`config.mk`:
```
export PLATFORM = sky130hd
export DESIGN_NAME = hash_byte_out
export DESIGN_NICKNAME = d
export VERILOG_FILES = /design/src/rtl/hash_byte_out_pkg.sv /design/src/rtl/hash_shift_buf.sv /design/src/rtl/hash_byte_out.sv
export SDC_FILE = /design/constraint.sdc
export NUM_CORES = 1
export LEC_CHECK = 0
export CORE_AREA = 5 5 255 257
export DETAILED_ROUTE_END_ITERATION = 12
export DIE_AREA = 0 0 260 262
export GPL_TIMING_DRIVEN = 0
export SKIP_LAST_GASP = 1
export SLEW_MARGIN = 20
export SYNTH_ARGS = -nofsm -noshare
export SYNTH_HDL_FRONTEND = slang
export SYNTH_SLANG_ARGS = --single-unit
```
`constraint.sdc`:
```
create_clock -name clk -period 6.1 [get_ports clk]
set_input_delay 1.22 -clock clk [delete_from_list [all_inputs] [get_ports clk]]
set_output_delay 1.22 -clock clk [all_outputs]
set_load 0.02 [all_outputs]
```
`src/rtl/hash_byte_out_pkg.sv`:
```
// Shared definitions for the BLAKE2b byte-wide digest transmitter.
// Digest sizing, the FSM encoding and the nn length convention live here.
package hash_byte_out_pkg;

    localparam int BYTES = 64;
    localparam int CNT_W = 6;
    localparam int LEN_W = CNT_W + 1;

    // A configured digest length of zero means the full 64-byte digest.
    localparam bit NN_ZERO_IS_64 = 1'b1;

    typedef enum logic {
        IDLE = 1'b0,
        SEND = 1'b1
    } state_t;

    function automatic logic [LEN_W-1:0] nn_to_len(input logic [CNT_W-1:0] nn);
        if (NN_ZERO_IS_64 && nn == '0) begin
            return LEN_W'(BYTES);
        end
        return {1'b0, nn};
    endfunction

endpackage

```
`src/rtl/hash_shift_buf.sv`:
```
// 512-bit digest buffer: parallel load, byte-wise right shift, or clear.
// The low byte is always the next byte to transmit.
module hash_shift_buf
    import hash_byte_out_pkg::*;
(
    input  logic                 clk,
    input  logic                 nreset,
    input  logic                 load,
    input  logic                 shift,
    input  logic                 clear,
    input  logic [8*BYTES-1:0]   d,
    output logic [7:0]           q
);

    logic [8*BYTES-1:0] data;

    // A new digest wins over retiring the old one.
    always_ff @(posedge clk or negedge nreset) begin
        if (!nreset) begin
            data <= '0;
        end else if (load) begin
            data <= d;
        end else if (clear) begin
            data <= '0;
        end else if (shift) begin
            data <= {8'h00, data[8*BYTES-1:8]};
        end
    end

    assign q = data[7:0];

endmodule

```
`src/rtl/hash_byte_out.sv`:
```
// Streams the first nn bytes of a captured BLAKE2b digest, LSB first.
// Accepts a new digest during the final byte so back-to-back streams have no gap.
module hash_byte_out
    import hash_byte_out_pkg::*;
(
    input  logic                 clk,
    input  logic                 nreset,
    input  logic                 en_i,
    input  logic [CNT_W-1:0]     nn_i,
    input  logic                 h_v_i,
    input  logic [8*BYTES-1:0]   h_i,
    output logic                 h_ready_o,
    output logic                 busy_o,
    output logic                 ovf_o,
    output logic                 hash_v_o,
    output logic [7:0]           hash_o
);

    state_t             state;
    logic               en_q;
    logic [CNT_W-1:0]   cnt;
    logic [LEN_W-1:0]   len;
    logic               ovf;
    logic               last;
    logic               capture;

    assign last      = (state == SEND) && en_q && ({1'b0, cnt} == len - LEN_W'(1));
    assign h_ready_o = (state == IDLE) || last;
    assign capture   = h_v_i && h_ready_o;
    assign busy_o    = (state == SEND);
    assign hash_v_o  = (state == SEND) && en_q;
    assign ovf_o     = ovf;

    // Clearing on the final byte leaves hash_o at zero while idle.
    hash_shift_buf u_buf (
        .clk    (clk),
        .nreset (nreset),
        .load   (capture),
        .shift  (hash_v_o),
        .clear  (last),
        .d      (h_i),
        .q      (hash_o)
    );

    always_ff @(posedge clk or negedge nreset) begin
        if (!nreset) begin
            state <= IDLE;
            en_q  <= 1'b0;
            cnt   <= '0;
            len   <= '0;
            ovf   <= 1'b0;
        end else begin
            en_q <= en_i;
            if (h_v_i && !h_ready_o) begin
                ovf <= 1'b1;
            end
            if (capture) begin
                state <= SEND;
                len   <= nn_to_len(nn_i);
                cnt   <= '0;
            end else if (last) begin
                state <= IDLE;
                cnt   <= '0;
            end else if (state == SEND && en_q) begin
                cnt <= cnt + CNT_W'(1);
            end
        end
    end

endmodule

```
* Word level (Yosys, flattened, before mapping)
Cells that the tools add are included.
Word-level totals: register bits after elaboration 528, bits in latches 0, RAM bits 0, bits in read-only memories 0, output and inout port bits 12, logic and storage cells 31, memories 0
Cells by class: add/subtract/negate cells 2, multipliers 0, divide/modulo/power cells 0, magnitude comparators 0, equality and inequality tests 1, shift-type cells 0, muxes and demuxes 12, bitwise operators 1, reduce and logical (&&, ||, !) cells 9
Operators by type and width (number):
- $mux W512 | 3
- $mux W6 | 3
- $mux W7 | 2
- $eq A6 B7 Y1 | 1
- $sub A7 B1 Y7 const B | 1
- $add A6 B1 Y6 const B | 1
- $logic_not A6 Y1 | 1
- $logic_and A1 B1 Y1 | 4
- $mux W1 | 4
- $reduce_bool A3 Y1 | 1
- $reduce_bool A2 Y1 | 1
- $logic_not A1 Y1 | 1
- $logic_or A1 B1 Y1 | 1
- $not A1 Y1 | 1

* Logic depth before layout (Yosys ltp)
depth in word-level cells 7, depth in mapped cells 10, mapped depth without buffers 7

* By module
From an unflattened synthesis, not the netlist that was laid out.
Second synthesis, totals: cells, all modules 2315, area total of the unflattened synthesis 24277.0 sq um
Modules (own cells, without submodules):
- hash_shift_buf | times used 1, cells an instance 2220, area each 23301.1 sq um, sequential area each 12812.3 sq um
- hash_byte_out | times used 1, cells an instance 95, area each 975.9 sq um, sequential area each 400.4 sq um

* Worst setup path after synthesis
OpenSTA, ideal clock, no wires.
path type reg2out, start reg len[0], end out h_ready_o, data arrival time 1526 ps, path slack 3354 ps, cell stages (with the launch flop) 8, path buffers 0, cell sequence dfrtp_1 > inv_1 > ha_1 > xnor2_1 > nor3_1 > o211a_1 > nand3_1 > nand2_1
Between the ends: longest elaborated chain between the ends 4
RTL lines:
- start: declaration | RTL line hash_byte_out.sv:22 | logic [LEN_W-1:0] len;
- start signal: assignment | RTL line hash_byte_out.sv:59 | len <= nn_to_len(nn_i);
- $sub A7 B1 Y7 | RTL line hash_byte_out.sv:27 | assign last = (state == SEND) && en_q && ({1'b0, cnt} == len - LEN_W'(1));
- $eq A6 B7 Y1 | RTL line hash_byte_out.sv:27
- $logic_and A1 B1 Y1 | RTL line hash_byte_out.sv:27
- $logic_or A1 B1 Y1 | RTL line hash_byte_out.sv:28 | assign h_ready_o = (state == IDLE) || last;
- end: declaration | RTL line hash_byte_out.sv:12 | output logic h_ready_o,
Every way passes these cells.

* Worst setup path in the final report
Ends and elaborated chain as after synthesis.

==> flow_summary.toml <==
[run_status]
outcome = "finished clean"

[logic_synthesis]
yosys.area.top_type = "dfrtp_1"
synthFlopType = "dfrtp_1"
ys_ff_latch = 528
ys_types = 37
seq_area_frac_synth_pct = 53.7
yosys_warnings = 0
synthTopCellsByArea = "dfrtp_1 (54%), a221o_1 (20%), a22o_1 (18%)"
syn_area_sq_um = 24600
netlist_instances = 1854
synth_nets = 2378
synth_top_area_share_pct = 53.7
syn_area_per_cell_sq_um = 13.3
synth-edff-count = 0
synth-async-reset-ratio_pct = 100

[worst_setup_path]
cp.arrival_ns = 2.94
critPathLaunchType = "flip-flop"
r2r_start = "busy_o$_DFFE_PN0P_"
critPathCaptureType = "primary output"
startpoint = "len[0]$_DFFE_PN0P_"
r2r-end = "u_buf.data[355]$_DFFE_PN0P_"
crit_end = "h_ready_o"
critPathBufInv = 2
critical_path.top_delay_family = "buffers and inverters"
critical_path.max_fanout = 5
r2r_slack_ns = 3.00
worstSetupPathType = "flip-flop to primary output"
crit_chain = "inv_1 > ha_1 > xnor2_1 > nor3_1 > o211a_1 > nand3_1 > nand2_1 > clkdlybuf4s50_1"
slowest_delay_ns = 0.71
reg2reg_depth = 8
critPathRequiredTime_ns = 4.88
cp_num_cells = 8
critPathSlowestCell = "clkdlybuf4s50_1"

[flow_run]
cap_violations = 0

[pwr]
seqPwrFrac_pct = 44.4
p_leak_uw = 0.0147
switching_share_pct = 30.1
pwr-share-comb_pct = 27.3
max-vdd-ir-drop_mv = 0.230
power_density_nw_per_um2 = 405
power.internal_uw = 9450
clkPwrFrac_pct = 28.3
p_sw_uw = 4060

[global_routing]
gr-total-overflow = 0
antenna_found_initial = 53
grt_use_total_pct = 25.1
grt_max_degree = 97
grt_pass1_vias = 21579
grt_pass1_wl_mm = 134

[layout]
drive_gt1_share_pct = 7.63
nets = 2978
syn_to_final_growth_pct = 35.5
fillers = 5335
final_cells = 3376

[timing]
fmax_mhz = 241
rsz0062_at_grt = "no"
drv_slew = 0
fin_setup_tns_ns = 0
slew_headroom_pct = 46.5
setup_viol = 0
hold_viol = 0
period_share_pct = 68.1
fin_worst_skew_ns = 0.0284
fin_ws_ns = 1.94
period_minus_slack_ns = 4.16
tightestPinTransition_ns = 0.803

[drt]
num_vias = 21658
drt-initial-drc-count = 2243
routedWlPerCell_um = 26.8
route.detailed.drc = 0
drt_wl_total_mm = 90.5
drtPass1Iterations = 7
ant_nets = 0
viasPerCell = 6.42

[die]
die_h_um = 262
initial_core_util_pct = 39.4
pin_count = 534
design.die.area_sq_um = 68100
fp-row-count = 92
die_x_um = 260
coreArea_sq_um = 62500

[min_path]
min_path_cells = 1
hold_path.class = "flip-flop to flip-flop"

[clock_network]
holdBufCountCts = 0
htreeDepth = 2
post_cts_buffers = 0
tritoncts = "built"
cts.sinks = 528
post_cts_resized = 0
clk_pin_slew_ns = 0.06
clk-insertion-delay-late_ns = 0.62
cts_max_path_buffers = 3
cts_root_buf = "clkbuf_16"
cts_buffers = 59

[place]
numPortBuffers = 533
placedCellCount = 3239
pre_cts_slack_ns = 1.65
gp_congestion = 0.900
hpwl_mm = 66.5
==> cells in the mapped netlist, types with 2 or more instances <==
library cell and count:
nor2_1 4, o21ai_0 3, mux2_1 2, dfrtp_1 528, inv_1 4, ha_1 2
nand2b_1 2, nand4_1 3, nor2b_1 2, nor3_1 9, nand2_1 6, nand3_1 4
buf_2 11, buf_6 48, buf_8 4, xnor2_1 5, a221o_1 504, a22o_1 512
xor2_1 8, clkbuf_1 163, mux2_2 5, and3_1 2, buf_4 9
==> power groups by stage <==
stage	logic (uW)	clock network (uW)	registers [uW]
finish	3690	3820	6000
global route	4020	4030	6110
CTS	3710	3890	5960
detailed placement	3660	0	5980
global placement	3570	0	5990
floorplan	2640	0	5530
==> worst min-delay path by stage <==
stage | to | from | slack [ns]
detailed placement | ovf_o$_DFFE_PN0P_ | ovf_o$_DFFE_PN0P_ | 0.45
global route | ovf_o$_DFFE_PN0P_ | ovf_o$_DFFE_PN0P_ | 0.48
global placement | ovf_o$_DFFE_PN0P_ | ovf_o$_DFFE_PN0P_ | 0.45
finish | ovf_o$_DFFE_PN0P_ | ovf_o$_DFFE_PN0P_ | 0.46
floorplan | u_buf.data[504]$_DFFE_PN0P_ | u_buf.data[504]$_DFFE_PN0P_ | 0.47
CTS | ovf_o$_DFFE_PN0P_ | ovf_o$_DFFE_PN0P_ | 0.47
==> cells in the final DEF (no fill, tap or decap), types with 6 or more instances in the layout <==
cell,synthesis,layout
nor3_1,9,9
buf_16,0,6
clkinv_2,0,12
a22o_1,512,512
xor2_1,8,8
buf_4,9,9
clkbuf_16,0,60
nand2_1,6,6
clkdlybuf4s50_1,0,532
bufinv_16,0,6
buf_2,11,11
clkbuf_1,163,171
diode_2,0,26
clkbuf_8,0,21
dfrtp_1,528,528
buf_6,48,48
a221o_1,504,504
==> sequential cells by signal, indices dropped and copies added, names as in the netlist <==
name	cells
ovf_o	1
en_q	1
u_buf.data	512
len	7
cnt	6
busy_o	1
==> metal layers <==
metal / routed length (um) / vias up / GRT usage [%]
met5: 358 / - / 0
met4: 2520 / 52 / 7.09
met3: 7880 / 196 / 7.65
met2: 42800 / 929 / 40.4
met1: 37000 / 11161 / 33.3
li1: - / 9320 / -
==> metrics by stage <==
| stage | instance area (sq um) | total power, uW | hold WS (ns) | util, % |
|---|---|---|---|---|
| floorplan | 24600 | 8170 | 0.474 | - |
| global placement | 31000 | 9560 | 0.455 | 49.6 |
| detailed placement | 31200 | 9640 | 0.454 | 49.9 |
| CTS | 33300 | 13600 | 0.468 | 53.2 |
| global route | 33300 | 14200 | 0.485 | 53.3 |
| finish | 33300 | 13500 | 0.463 | 53.3 |
==> kinds of logic after synthesis <==
group / Yosys count / synth area share, %
adders and majority gates: 2 / 0.102
xor gates and xnor gates: 13 / 0.463
AOI/OAI and AO/OA: 1028 / 39.1
buffers and inverters: 239 / 5.49
muxes: 7 / 0.320
and+or+nand+nor: 37 / 0.803
DFF: 528 / 53.7
==> final cells by class <==
class,count,area (sq um),area share [%]
flip-flops and latches,528,13200,39.6
diodes,26,65.1,0.195
well taps,846,1060,3.17
multi-input cells,1087,10100,30.1
clock inverters,22,280,0.841
repair buffers,539,5510,16.5
inverters,4,15.0,0.0450
clock buffers,89,1820,5.46
plain buffers,235,1340,4.00
(Power assumes the default switching activity.)
